<file path="src/rtl/tape_mem_arbiter_pkg.sv">
// Shared types for the tape/aux SDRAM read arbiter: FSM encoding, client IDs
// and the round-robin pick.
package tape_pkg;

  typedef enum logic [1:0] {
    IDLE  = 2'd0,
    ISSUE = 2'd1,
    WAIT  = 2'd2,
    DONE  = 2'd3
  } state_t;

  localparam logic CLI_TAPE = 1'b0;
  localparam logic CLI_AUX  = 1'b1;

  localparam int DEF_ADDR_W = 25;

  // On contention the client that did not win last time gets the grant.
  function automatic logic rr_pick(input logic req0, input logic req1, input logic last);
    if (req0 && req1) return ~last;
    return req1 ? CLI_AUX : CLI_TAPE;
  endfunction

endpackage

</file>
<file path="src/rtl/tape_mem_arbiter_if.sv">
// Requester and SDRAM read-port signals of the arbiter, bundled as one interface.
interface tape_mem_arbiter_if
  import tape_pkg::*;
#(
  parameter int ADDR_W = DEF_ADDR_W
);

  logic              c0_req;
  logic [ADDR_W-1:0] c0_addr;
  logic [7:0]        c0_data;
  logic              c0_valid;

  logic              c1_req;
  logic [ADDR_W-1:0] c1_addr;
  logic [7:0]        c1_data;
  logic              c1_valid;

  logic              mem_rd;
  logic [ADDR_W-1:0] mem_addr;
  logic [7:0]        mem_data;

  logic              busy;
  logic              grant_id;

  modport slave (
    input  c0_req, c0_addr, c1_req, c1_addr, mem_data,
    output c0_data, c0_valid, c1_data, c1_valid, mem_rd, mem_addr, busy, grant_id
  );

  modport master (
    output c0_req, c0_addr, c1_req, c1_addr, mem_data,
    input  c0_data, c0_valid, c1_data, c1_valid, mem_rd, mem_addr, busy, grant_id
  );

endinterface

</file>
<file path="src/rtl/tape_mem_arbiter.sv">
// Round-robin arbiter sharing one fixed-latency SDRAM byte-read port between
// the cassette engine (client 0) and a secondary loader (client 1).
//
// state | meaning
// IDLE  | sample requests, latch winner's address
// ISSUE | one-cycle mem_rd strobe, load latency counter
// WAIT  | count down read latency, capture mem_data at count 1
// DONE  | one-cycle valid pulse to the granted client
module tape_mem_arbiter
  import tape_pkg::*;
#(
  parameter int ADDR_W = DEF_ADDR_W,
  parameter int RD_LAT = 2
) (
  input  logic               clk,
  input  logic               reset,
  tape_mem_arbiter_if.slave  bus
);

  localparam logic [3:0] LAT_CNT = 4'(RD_LAT);

  state_t            state, state_n;
  logic [3:0]        cnt, cnt_n;
  logic              last_grant, last_grant_n;
  logic              grant_q, grant_n;
  logic [ADDR_W-1:0] addr_q, addr_n;
  logic [7:0]        data0, data0_n;
  logic [7:0]        data1, data1_n;

  always_ff @(posedge clk) begin
    if (reset) begin
      state      <= IDLE;
      cnt        <= '0;
      last_grant <= CLI_AUX;
      grant_q    <= CLI_TAPE;
      addr_q     <= '0;
      data0      <= '0;
      data1      <= '0;
    end else begin
      state      <= state_n;
      cnt        <= cnt_n;
      last_grant <= last_grant_n;
      grant_q    <= grant_n;
      addr_q     <= addr_n;
      data0      <= data0_n;
      data1      <= data1_n;
    end
  end

  always_comb begin
    state_n      = state;
    cnt_n        = cnt;
    last_grant_n = last_grant;
    grant_n      = grant_q;
    addr_n       = addr_q;
    data0_n      = data0;
    data1_n      = data1;

    unique case (state)
      IDLE: begin
        if (bus.c0_req || bus.c1_req) begin
          grant_n      = rr_pick(bus.c0_req, bus.c1_req, last_grant);
          last_grant_n = grant_n;
          addr_n       = (grant_n == CLI_TAPE) ? bus.c0_addr : bus.c1_addr;
          state_n      = ISSUE;
        end
      end
      ISSUE: begin
        cnt_n   = LAT_CNT;
        state_n = WAIT;
      end
      WAIT: begin
        // Count 1 marks the cycle mem_data is valid for this read.
        if (cnt == 4'd1) begin
          if (grant_q == CLI_TAPE) data0_n = bus.mem_data;
          else                     data1_n = bus.mem_data;
          state_n = DONE;
        end else begin
          cnt_n = cnt - 4'd1;
        end
      end
      DONE: begin
        state_n = IDLE;
      end
      default: begin
        state_n = IDLE;
      end
    endcase
  end

  assign bus.mem_rd   = (state == ISSUE);
  assign bus.mem_addr = addr_q;
  assign bus.busy     = (state != IDLE);
  assign bus.grant_id = grant_q;
  assign bus.c0_data  = data0;
  assign bus.c1_data  = data1;
  assign bus.c0_valid = (state == DONE) && (grant_q == CLI_TAPE);
  assign bus.c1_valid = (state == DONE) && (grant_q == CLI_AUX);

endmodule

</file>
<file path="src/flat_wrapper.sv">
// flat-port wrapper written by rule: the top's interface ports become plain ports
module tape_mem_arbiter_flat import tape_pkg::*;
#(
  parameter int ADDR_W = DEF_ADDR_W,
  parameter int RD_LAT = 2
)
  (clk, reset, bus_c0_req, bus_c0_addr, bus_c1_req, bus_c1_addr, bus_mem_data, bus_c0_data, bus_c0_valid, bus_c1_data, bus_c1_valid, bus_mem_rd, bus_mem_addr, bus_busy, bus_grant_id);
  tape_mem_arbiter_if #(.ADDR_W(ADDR_W)) bus_i ();
  input  logic clk;
  input  logic reset;
  input wire logic [$bits(bus_i.c0_req)-1:0] bus_c0_req;
  input wire logic [$bits(bus_i.c0_addr)-1:0] bus_c0_addr;
  input wire logic [$bits(bus_i.c1_req)-1:0] bus_c1_req;
  input wire logic [$bits(bus_i.c1_addr)-1:0] bus_c1_addr;
  input wire logic [$bits(bus_i.mem_data)-1:0] bus_mem_data;
  output wire logic [$bits(bus_i.c0_data)-1:0] bus_c0_data;
  output wire logic [$bits(bus_i.c0_valid)-1:0] bus_c0_valid;
  output wire logic [$bits(bus_i.c1_data)-1:0] bus_c1_data;
  output wire logic [$bits(bus_i.c1_valid)-1:0] bus_c1_valid;
  output wire logic [$bits(bus_i.mem_rd)-1:0] bus_mem_rd;
  output wire logic [$bits(bus_i.mem_addr)-1:0] bus_mem_addr;
  output wire logic [$bits(bus_i.busy)-1:0] bus_busy;
  output wire logic [$bits(bus_i.grant_id)-1:0] bus_grant_id;
  assign bus_i.c0_req = bus_c0_req;
  assign bus_i.c0_addr = bus_c0_addr;
  assign bus_i.c1_req = bus_c1_req;
  assign bus_i.c1_addr = bus_c1_addr;
  assign bus_i.mem_data = bus_mem_data;
  assign bus_c0_data = bus_i.c0_data;
  assign bus_c0_valid = bus_i.c0_valid;
  assign bus_c1_data = bus_i.c1_data;
  assign bus_c1_valid = bus_i.c1_valid;
  assign bus_mem_rd = bus_i.mem_rd;
  assign bus_mem_addr = bus_i.mem_addr;
  assign bus_busy = bus_i.busy;
  assign bus_grant_id = bus_i.grant_id;
  tape_mem_arbiter #(.ADDR_W(ADDR_W), .RD_LAT(RD_LAT)) u_core (.clk(clk), .reset(reset), .bus(bus_i));
endmodule
</file>
<file path="config.mk">
export PLATFORM = sky130hd
export DESIGN_NAME = tape_mem_arbiter_flat
export DESIGN_NICKNAME = d
export VERILOG_FILES = /design/src/rtl/tape_mem_arbiter_pkg.sv /design/src/rtl/tape_mem_arbiter_if.sv /design/src/rtl/tape_mem_arbiter.sv /design/src/flat_wrapper.sv
export SDC_FILE = /design/constraint.sdc
export NUM_CORES = 1
export LEC_CHECK = 0
export BUFFER_PORTS_ARGS = -buffer_cell sky130_fd_sc_hd__buf_4
export CORE_AREA = 4 4 69 84
export DETAILED_ROUTE_END_ITERATION = 12
export DIE_AREA = 0 0 73 88
export HOLD_SLACK_MARGIN = 0.05
export PLACE_DENSITY = 0.73
export SLEW_MARGIN = 5
export SYNTH_ARGS = -nofsm -noshare
export SYNTH_HDL_FRONTEND = slang
export SYNTH_SLANG_ARGS = --single-unit
</file>
<file path="constraint.sdc">
create_clock -name clk -period 1.62 [get_ports clk]
set_input_delay 0.243 -clock clk [delete_from_list [all_inputs] [get_ports clk]]
set_output_delay 0.243 -clock clk [all_outputs]
set_load 0.05 [all_outputs]
</file>
==> Yosys cells after proc, flatten, opt, wreduce, memory -nomap -nowiden <==
Cells that the tools add are included.
Widths: inputs -> output; s select.
{ "word_totals": {"output_inout_bits": 46, "ff_bits": 49} }
{ "op_classes": {"bitwise_logic": 2, "add_sub_neg": 1, "n_reduce_logical": 12, "mux": 14, "n_eq_ne": 7} }
{ "op_table": {"columns": ["operator", "count"], "rows": [
  ["$mux 25", 1],
  ["$mux 1", 8],
  ["$pmux 2 s4", 1],
  ["$pmux 4 s2", 1],
  ["$reduce_and 2->1", 3],
  ["$reduce_and 3->1", 2],
  ["$eq 2x2->1 const B", 2],
  ["$eq 4x1->1 const B", 1],
  ["$mux 2", 2],
  ["$mux 4", 1],
  ["$ne 2x1->1 const B", 2],
  ["$reduce_bool 2->1", 2],
  ["$sub 4x1->4 const B", 1],
  ["$logic_and 1x1->1", 3],
  ["$eq 2x1->1 const B", 1],
  ["$logic_not 2->1", 1],
  ["$ne 2x2->1 const B", 1],
  ["$not 1->1", 2],
  ["$logic_or 1x1->1", 1]
]} }

==> Longest topological paths before layout <==
Gate-level depths: netlist of run 1.
{ "logic_depth": {"depth_word": 8, "ltp_mapped": 8, "depth_no_buf": 5} }

==> Worst setup path before layout of run 1 <==
No wires, ideal clock.
{ "synth_path": {"path_type": "register to output", "from": "register u_core.grant_q, in the netlist u_core.bus.grant_id", "to": "output port bus_c0_valid", "arrival_ns": 1.558, "stages_incl_launch_ff": 4, "t_required_ns": 1.377, "path_buffers": 2, "slack_ns": -0.181, "path_cell_list": "dfxtp_1 > buf_2 > buf_2 > nor2b_1"} }
{ "synth_between": {"elab_chain_len": 2} }
{ "synth_lines": {"columns": ["item", "line", "rtl"], "rows": [
  ["from (decl)", "tape_mem_arbiter.sv:25", "logic grant_q, grant_n;"],
  ["from (signal assigned)", "tape_mem_arbiter.sv:43", "grant_q <= grant_n;"],
  ["$not 1->1", null, null],
  ["$logic_and 1x1->1", "tape_mem_arbiter.sv:97", "assign bus.c0_valid = (state == DONE) && (grant_q == CLI_TAPE);"],
  ["to (decl)", "flat_wrapper.sv:17", "output wire logic [$bits(bus_i.c0_valid)-1:0] bus_c0_valid;"]
]} }
Every way passes these cells.

==> Worst setup path in the final report of run 1 <==
{ "layout_path": {"from": "register u_core.state[0]", "to": "output port bus_busy"} }
{ "layout_between": {"elab_chain_len": 1} }
{ "layout_lines": {"columns": ["item", "line", "rtl"], "rows": [
  ["from (decl)", "tape_mem_arbiter.sv:22", "state_t state, state_n;"],
  ["from (signal assigned)", "tape_mem_arbiter.sv:40", "state <= state_n;"],
  ["$reduce_bool 2->1", "tape_mem_arbiter.sv:93", "assign bus.busy = (state != IDLE);"],
  ["to (decl)", "flat_wrapper.sv:22", "output wire logic [$bits(bus_i.busy)-1:0] bus_busy;"]
]} }
Every way passes these cells.

==> impl_metrics.toml, run 1 <==
[floorplan]
core_rows = 28
floorplan.initialDensity = 0.449
total_die_area_um2 = 6420
die_y_um = 88
num_io_pins = 108
core_um2 = 4940
chip_width_um = 73

[power]
ir_drop_uv = 965
cellLeakagePower_nw = 1.41
power_density_nw_per_um2 = 1600
report.power.total_mw = 5.10

[sta]
rsz0062_at_grt = "false"
worst_pin_slew_ns = 0.461
setup_viol = 0
maxSlewViolCount = 0
final.setup_skew_ns = 0.00457
fin_ws_ns = 0.110
achievable-frequency_mhz = 662
report.final.hold_viol_count = 0
timing.final.crit_period_ns = 1.51
maxSlewHeadroom = 0.692
min_period_over_period = 0.932
totalNegativeSetupSlack_ns = 0

[route]
number_of_nets_with_antenna_violations_after_detailed_routing = 0
route.detailed.vias_per_inst = 5.19
post_drt_wl_per_cell_um = 13.7
firstDrtPassIters = 4
via_count = 2080
number_of_design_rule_violations_left_by_the_first_detailed_router_iteration = 100
drt_wirelength_um = 5500
number_of_design_rule_violations_left_after_detail_routing = 0

[layout]
final_layout_size_suffix_gt1_frac = 0.384
finish.net_count = 408
antennaDiodeCount = 0
fillers = 420
area_growth_from_synthesis_to_layout_pct = 43.7

[job]
timing.max_cap.violations = 0

[global_routing]
antenna_found_initial = 0
grt_usage = 0.175
grt_max_degree = 51
global_route_wire_length_before_repair_um = 8970
overflow = 0
grt_pass1_vias = 2061

[setup_path]
critical_path.startpoint_type = "flop"
critPathRequiredTime_ns = 1.38
path_class = "reg -> out"
worst_r2r_startpoint = "u_core.cnt[1]$_SDFFE_PP0P_"
worst-endpoint-arrival_ns = 1.27
endpoint_kind = "primary output"
cp-startpoint = "u_core.state[0]$_SDFFE_PP0P_"
critical_path.max_fanout = 5

[clock_network]
cts_hold_repair.buffers = 0
htreeDepth = 2
clkSlewWorstSetupHoldPaths_ns = 0.09
clock-sinks = 49
clock_path_buffers = 2
numCtsBuffers = 5
cts_root_buffer = "clkbuf_8"
tritoncts = "built"
clkLatencyLatePin_ns = 0.30

[place]
dpl_worst_slack_ns = 0.0705
detailed_place_hpwl_um = 4110
port_buffers = 107
place_congestion = 0.743

[status]
status = "finished, final reports clean"

[synthesis]
syn-cell-area_um2 = 2220
post_synth_num_cell_types = 34
synth_seq_cells = 49
seq_area_frac_synth = 0.442
post-synth-top-area-cell = "dfxtp_1"
synth.yosys.warnings = 0
syn-num-nets = 308
post_synth.cell_area_avg_um2 = 9.25
syn-instance-count = 240
synth_top_cell_area_share = 0.442
netlist_top_cells_area = "dfxtp_1, mux2i_1, a21oi_1, o21ai_0, nand3_1"

[hold_path]
hp-class = "in -> reg"
worstHoldStart = "bus_mem_data[2]"
power breakdown:
part           switching [mW]  internal (mW)  total, mW
sequential              0.181           1.49       1.67
clock                   0.394          0.503      0.898
combinational            1.65          0.877       2.53
per-stage QoR:
stage	utilization	area, µm²	cells	hold WS (ns)
global route	0.646	3190	401	0.222
CTS	0.643	3170	401	0.210
floorplan	-	2220	240	0.404
finish	0.646	3190	401	0.224
global placement	0.619	3060	393	0.463
detailed placement	0.619	3060	393	0.467
flip-flops by register name (all words and copies together), names as in the netlist:
name	flops
u_core.bus.c0_data	8
u_core.bus.c1_data	8
u_core.bus.grant_id	1
u_core.bus.mem_addr	25
u_core.cnt	4
u_core.last_grant	1
u_core.state	2
worst max-delay path, cell delays in order, from the launching register on:
cell and delay (ns):
dfxtp_1 0.36, inv_1 0.08, ha_1 0.26, inv_2 0.10
buf_6 0.16
synthesized netlist by cell type:
cell type  count
or3_1          1
o21a_1         1
clkbuf_1      11
nand2_1        2
dfxtp_1       49
buf_4          2
nand2b_1       1
nor2_1         1
buf_2          3
a221oi_1       1
o21ai_1        1
a21oi_1       43
inv_1          8
nand4bb_4      1
and4bb_1       1
and2_1         1
nor3_1         1
a211oi_1       1
a311oi_1       1
o32ai_1        1
or3b_4         1
a21boi_2       1
nand3_1       21
ha_1           6
buf_12         2
nor3b_1        1
a2bb2oi_1      1
and3_1         1
o21ai_0       41
or3_2          1
mux2i_1       28
buf_6          2
nor2b_1        2
o211ai_1       1
timing repair:
item,in CTS,in global routing
setup endpoints to repair,0,20
gates resized for setup,0,6
setup buffers,0,0
final timing paths:
kind | to | slack, ns | cells past startpoint
hold / removal | u_core.bus.c0_data[2]$_SDFFE_PP0P_ | 0.22 | 3
hold reg to reg | u_core.bus.c0_data[0]$_SDFFE_PP0P_ | 0.48 | 2
setup reg to reg | u_core.cnt[1]$_SDFFE_PP0P_ | 0.13 | 5
setup / recovery | bus_busy | 0.11 | 4
cell families after synthesis:
| logic type | share of synthesized area |
|---|---|
| flops | 0.442 |
| compound gates | 0.223 |
| buf+inv | 0.0738 |
| fa+ha+maj | 0.0338 |
| simple gates | 0.101 |
| mux | 0.126 |
per-layer routing:
layer / GRT usage / routed length, µm
met2: 0.298 / 2640
met4: 0.0671 / 79
met5: 0 / 0
met1: 0.200 / 2250
met3: 0.0586 / 536
area by class of cell:
class | count | area, µm² | share of cell area
clock inverters | 1 | 30.0 | 0.00942
clock buffers | 7 | 86.3 | 0.0271
flip-flops and latches | 49 | 982 | 0.308
multi-input cells | 163 | 1100 | 0.344
inverters | 8 | 30.0 | 0.00942
repair buffers | 113 | 890 | 0.279
well taps | 60 | 75.1 | 0.0235
layout by cell type (no fill, tap or decap), types with 2 or more instances in the layout:
master / netlist / final
clkbuf_8: 0 / 6
a21oi_1: 43 / 43
ha_2: 0 / 2
inv_1: 8 / 7
ha_1: 6 / 4
buf_4: 2 / 109
nand3_1: 21 / 21
mux2i_1: 28 / 28
buf_12: 2 / 3
dfxtp_1: 49 / 48
nand2_1: 2 / 2
o21ai_0: 41 / 41
Note: power is estimated with default switching activity, not from simulation.
==> inputs of run 2 (changes only) <==
--- a/config.mk
+++ b/config.mk
@@ -6,11 +6,13 @@
 export NUM_CORES = 1
 export LEC_CHECK = 0
 export BUFFER_PORTS_ARGS = -buffer_cell sky130_fd_sc_hd__buf_4
-export CORE_AREA = 4 4 69 84
+export CELL_PAD_IN_SITES_DETAIL_PLACEMENT = 2
+export CELL_PAD_IN_SITES_GLOBAL_PLACEMENT = 2
+export CORE_AREA = 4 4 92 111
 export DETAILED_ROUTE_END_ITERATION = 12
-export DIE_AREA = 0 0 73 88
+export DIE_AREA = 0 0 96 115
 export HOLD_SLACK_MARGIN = 0.05
-export PLACE_DENSITY = 0.73
+export PLACE_DENSITY = 0.72
 export SLEW_MARGIN = 5
 export SYNTH_ARGS = -nofsm -noshare
 export SYNTH_HDL_FRONTEND = slang
==> impl_metrics.toml, run 2 (synthesis gave the netlist of run 1 again) <==
[floorplan]
core_um2 = 9080
total_die_area_um2 = 11000
floorplan.initialDensity = 0.244
num_io_pins = 108
core_rows = 38
chip_width_um = 96
die_y_um = 115

[layout]
seq_area_um2 = 982
final_layout_size_suffix_gt1_frac = 0.400
final_core_util = 0.363
multiInputGateArea_um2 = 1130
area_growth_from_synthesis_to_layout_pct = 48.4
top_library_cells_by_usage_in_the_layout_fill_and_taps_aside = "buf_4, dfxtp_1, a21oi_1, o21ai_0, mux2i_1"
fin_cells = 465
antennaDiodeCount = 0
max_reg_flops = 25
layout.cells.most_common = "buf_4"
fillers = 1027
finish.net_count = 412
design_area_um2 = 3290

[setup_path]
critical_path.max_fanout = 5
critPathRequiredTime_ns = 1.38
endpoint_kind = "primary output"
critical_path.startpoint_type = "flop"
path_class = "reg -> out"
worst-endpoint-arrival_ns = 1.27

[clock_network]
post_cts.repair.setup_buffers = 0
clock_path_buffers = 2
tritoncts = "built"
cts_root_buffer = "clkbuf_8"
htreeDepth = 2
clkLatencyLatePin_ns = 0.30
cts_hold_repair.buffers = 0
clkSlewWorstSetupHoldPaths_ns = 0.10
numCtsBuffers = 5
clock-sinks = 49

[power]
internal_power_mw = 2.73
switchingPower_mw = 2.39
seq_power_share = 0.331
power_density_nw_per_um2 = 1550
cellLeakagePower_nw = 1.41
sw_frac_of_total = 0.467
power.combinational.fraction = 0.528
ir_drop_uv = 509
power_frac_clock = 0.141

[sta]
worst_pin_slew_ns = 0.499
timing.final.crit_period_ns = 1.51
totalNegativeSetupSlack_ns = 0
final.setup_skew_ns = 0.00601
setup_viol = 0
min_period_over_period = 0.931
rsz0062_at_grt = "true"
maxSlewViolCount = 0
achievable-frequency_mhz = 663
fin_ws_ns = 0.111
report.final.hold_viol_count = 0
maxSlewHeadroom = 0.667

[route]
route.detailed.vias_per_inst = 4.74
firstDrtPassIters = 3
drt_wirelength_um = 7640
post_drt_wl_per_cell_um = 16.4
via_count = 2205
number_of_design_rule_violations_left_after_detail_routing = 0
number_of_design_rule_violations_left_by_the_first_detailed_router_iteration = 65
number_of_nets_with_antenna_violations_after_detailed_routing = 0

[hold_path]
hp-class = "in -> reg"

[job]
timing.max_cap.violations = 0

[global_routing]
grt_usage = 0.137
global_route_wire_length_before_repair_um = 12100
grt_max_degree = 37
grt_pass1_vias = 2459
overflow = 0
antenna_found_initial = 0

[place]
detailed_place_hpwl_um = 5800
port_buffers = 107
place_congestion = 0.725
dpl_worst_slack_ns = 0.0588
place_inst = 456
place_area_um2 = 3160

[status]
status = "finished, final reports clean"
==> run 2: power groups by stage <==
stage               sequential [mW]  combinational, mW  clock (mW)
floorplan                      2.41               1.05           0
CTS                            1.68               2.69       0.769
detailed placement             1.71               2.66           0
finish                         1.69               2.70       0.721
global placement               1.69               2.60           0
global route                   1.74               2.93       0.811
==> run 2: worst max-delay path, stage by stage, from the launching register on <==
cell,delay [ns]
dfxtp_1,0.40
inv_1,0.09
ha_2,0.22
inv_2,0.09
buf_6,0.16
==> run 2: area by class of cell <==
class	count	share of cell area
clock buffers	5	0.0209
clock inverters	3	0.00532
inverters	8	0.00912
multi-input cells	164	0.344
flip-flops and latches	49	0.298
well taps	120	0.0456
repair buffers	116	0.277
==> run 2: final timing paths <==
check                                                         from                                  to  slack, ns  cells past startpoint
worst max register to register        u_core.state[0]$_SDFFE_PP0P_  u_core.bus.c0_data[3]$_SDFFE_PP0P_       0.12                      6
worst max-delay path                  u_core.state[1]$_SDFFE_PP0P_                            bus_busy       0.11                      4
worst min-delay path                               bus_mem_data[1]  u_core.bus.c0_data[1]$_SDFFE_PP0P_       0.22                      3
worst min register to register  u_core.bus.c1_data[1]$_SDFFE_PP0P_  u_core.bus.c1_data[1]$_SDFFE_PP0P_       0.49                      2
==> run 2: stage by stage <==
stage          power, mW  hold WS, ns
2_1_floorplan       3.45        0.404
3_3_place_gp        4.28        0.463
3_5_place_dp        4.37        0.475
4_1_cts             5.14        0.204
5_1_grt             5.48        0.201
6_report            5.11        0.220
==> run 2: metal layers <==
| layer | GRT usage | vias to the layer above | share of wire |
|---|---|---|---|
| li1 | - | 1074 | - |
| met1 | 0.149 | 1059 | 0.38 |
| met2 | 0.257 | 70 | 0.54 |
| met3 | 0.0425 | 2 | 0.068 |
| met4 | 0.0285 | 0 | 0.0038 |
| met5 | 0 | - | 0 |
==> run 2: repair_timing <==
item,CTS,global route
resized for setup,3,6
cloned,0,1
setup endpoints to repair,2,21
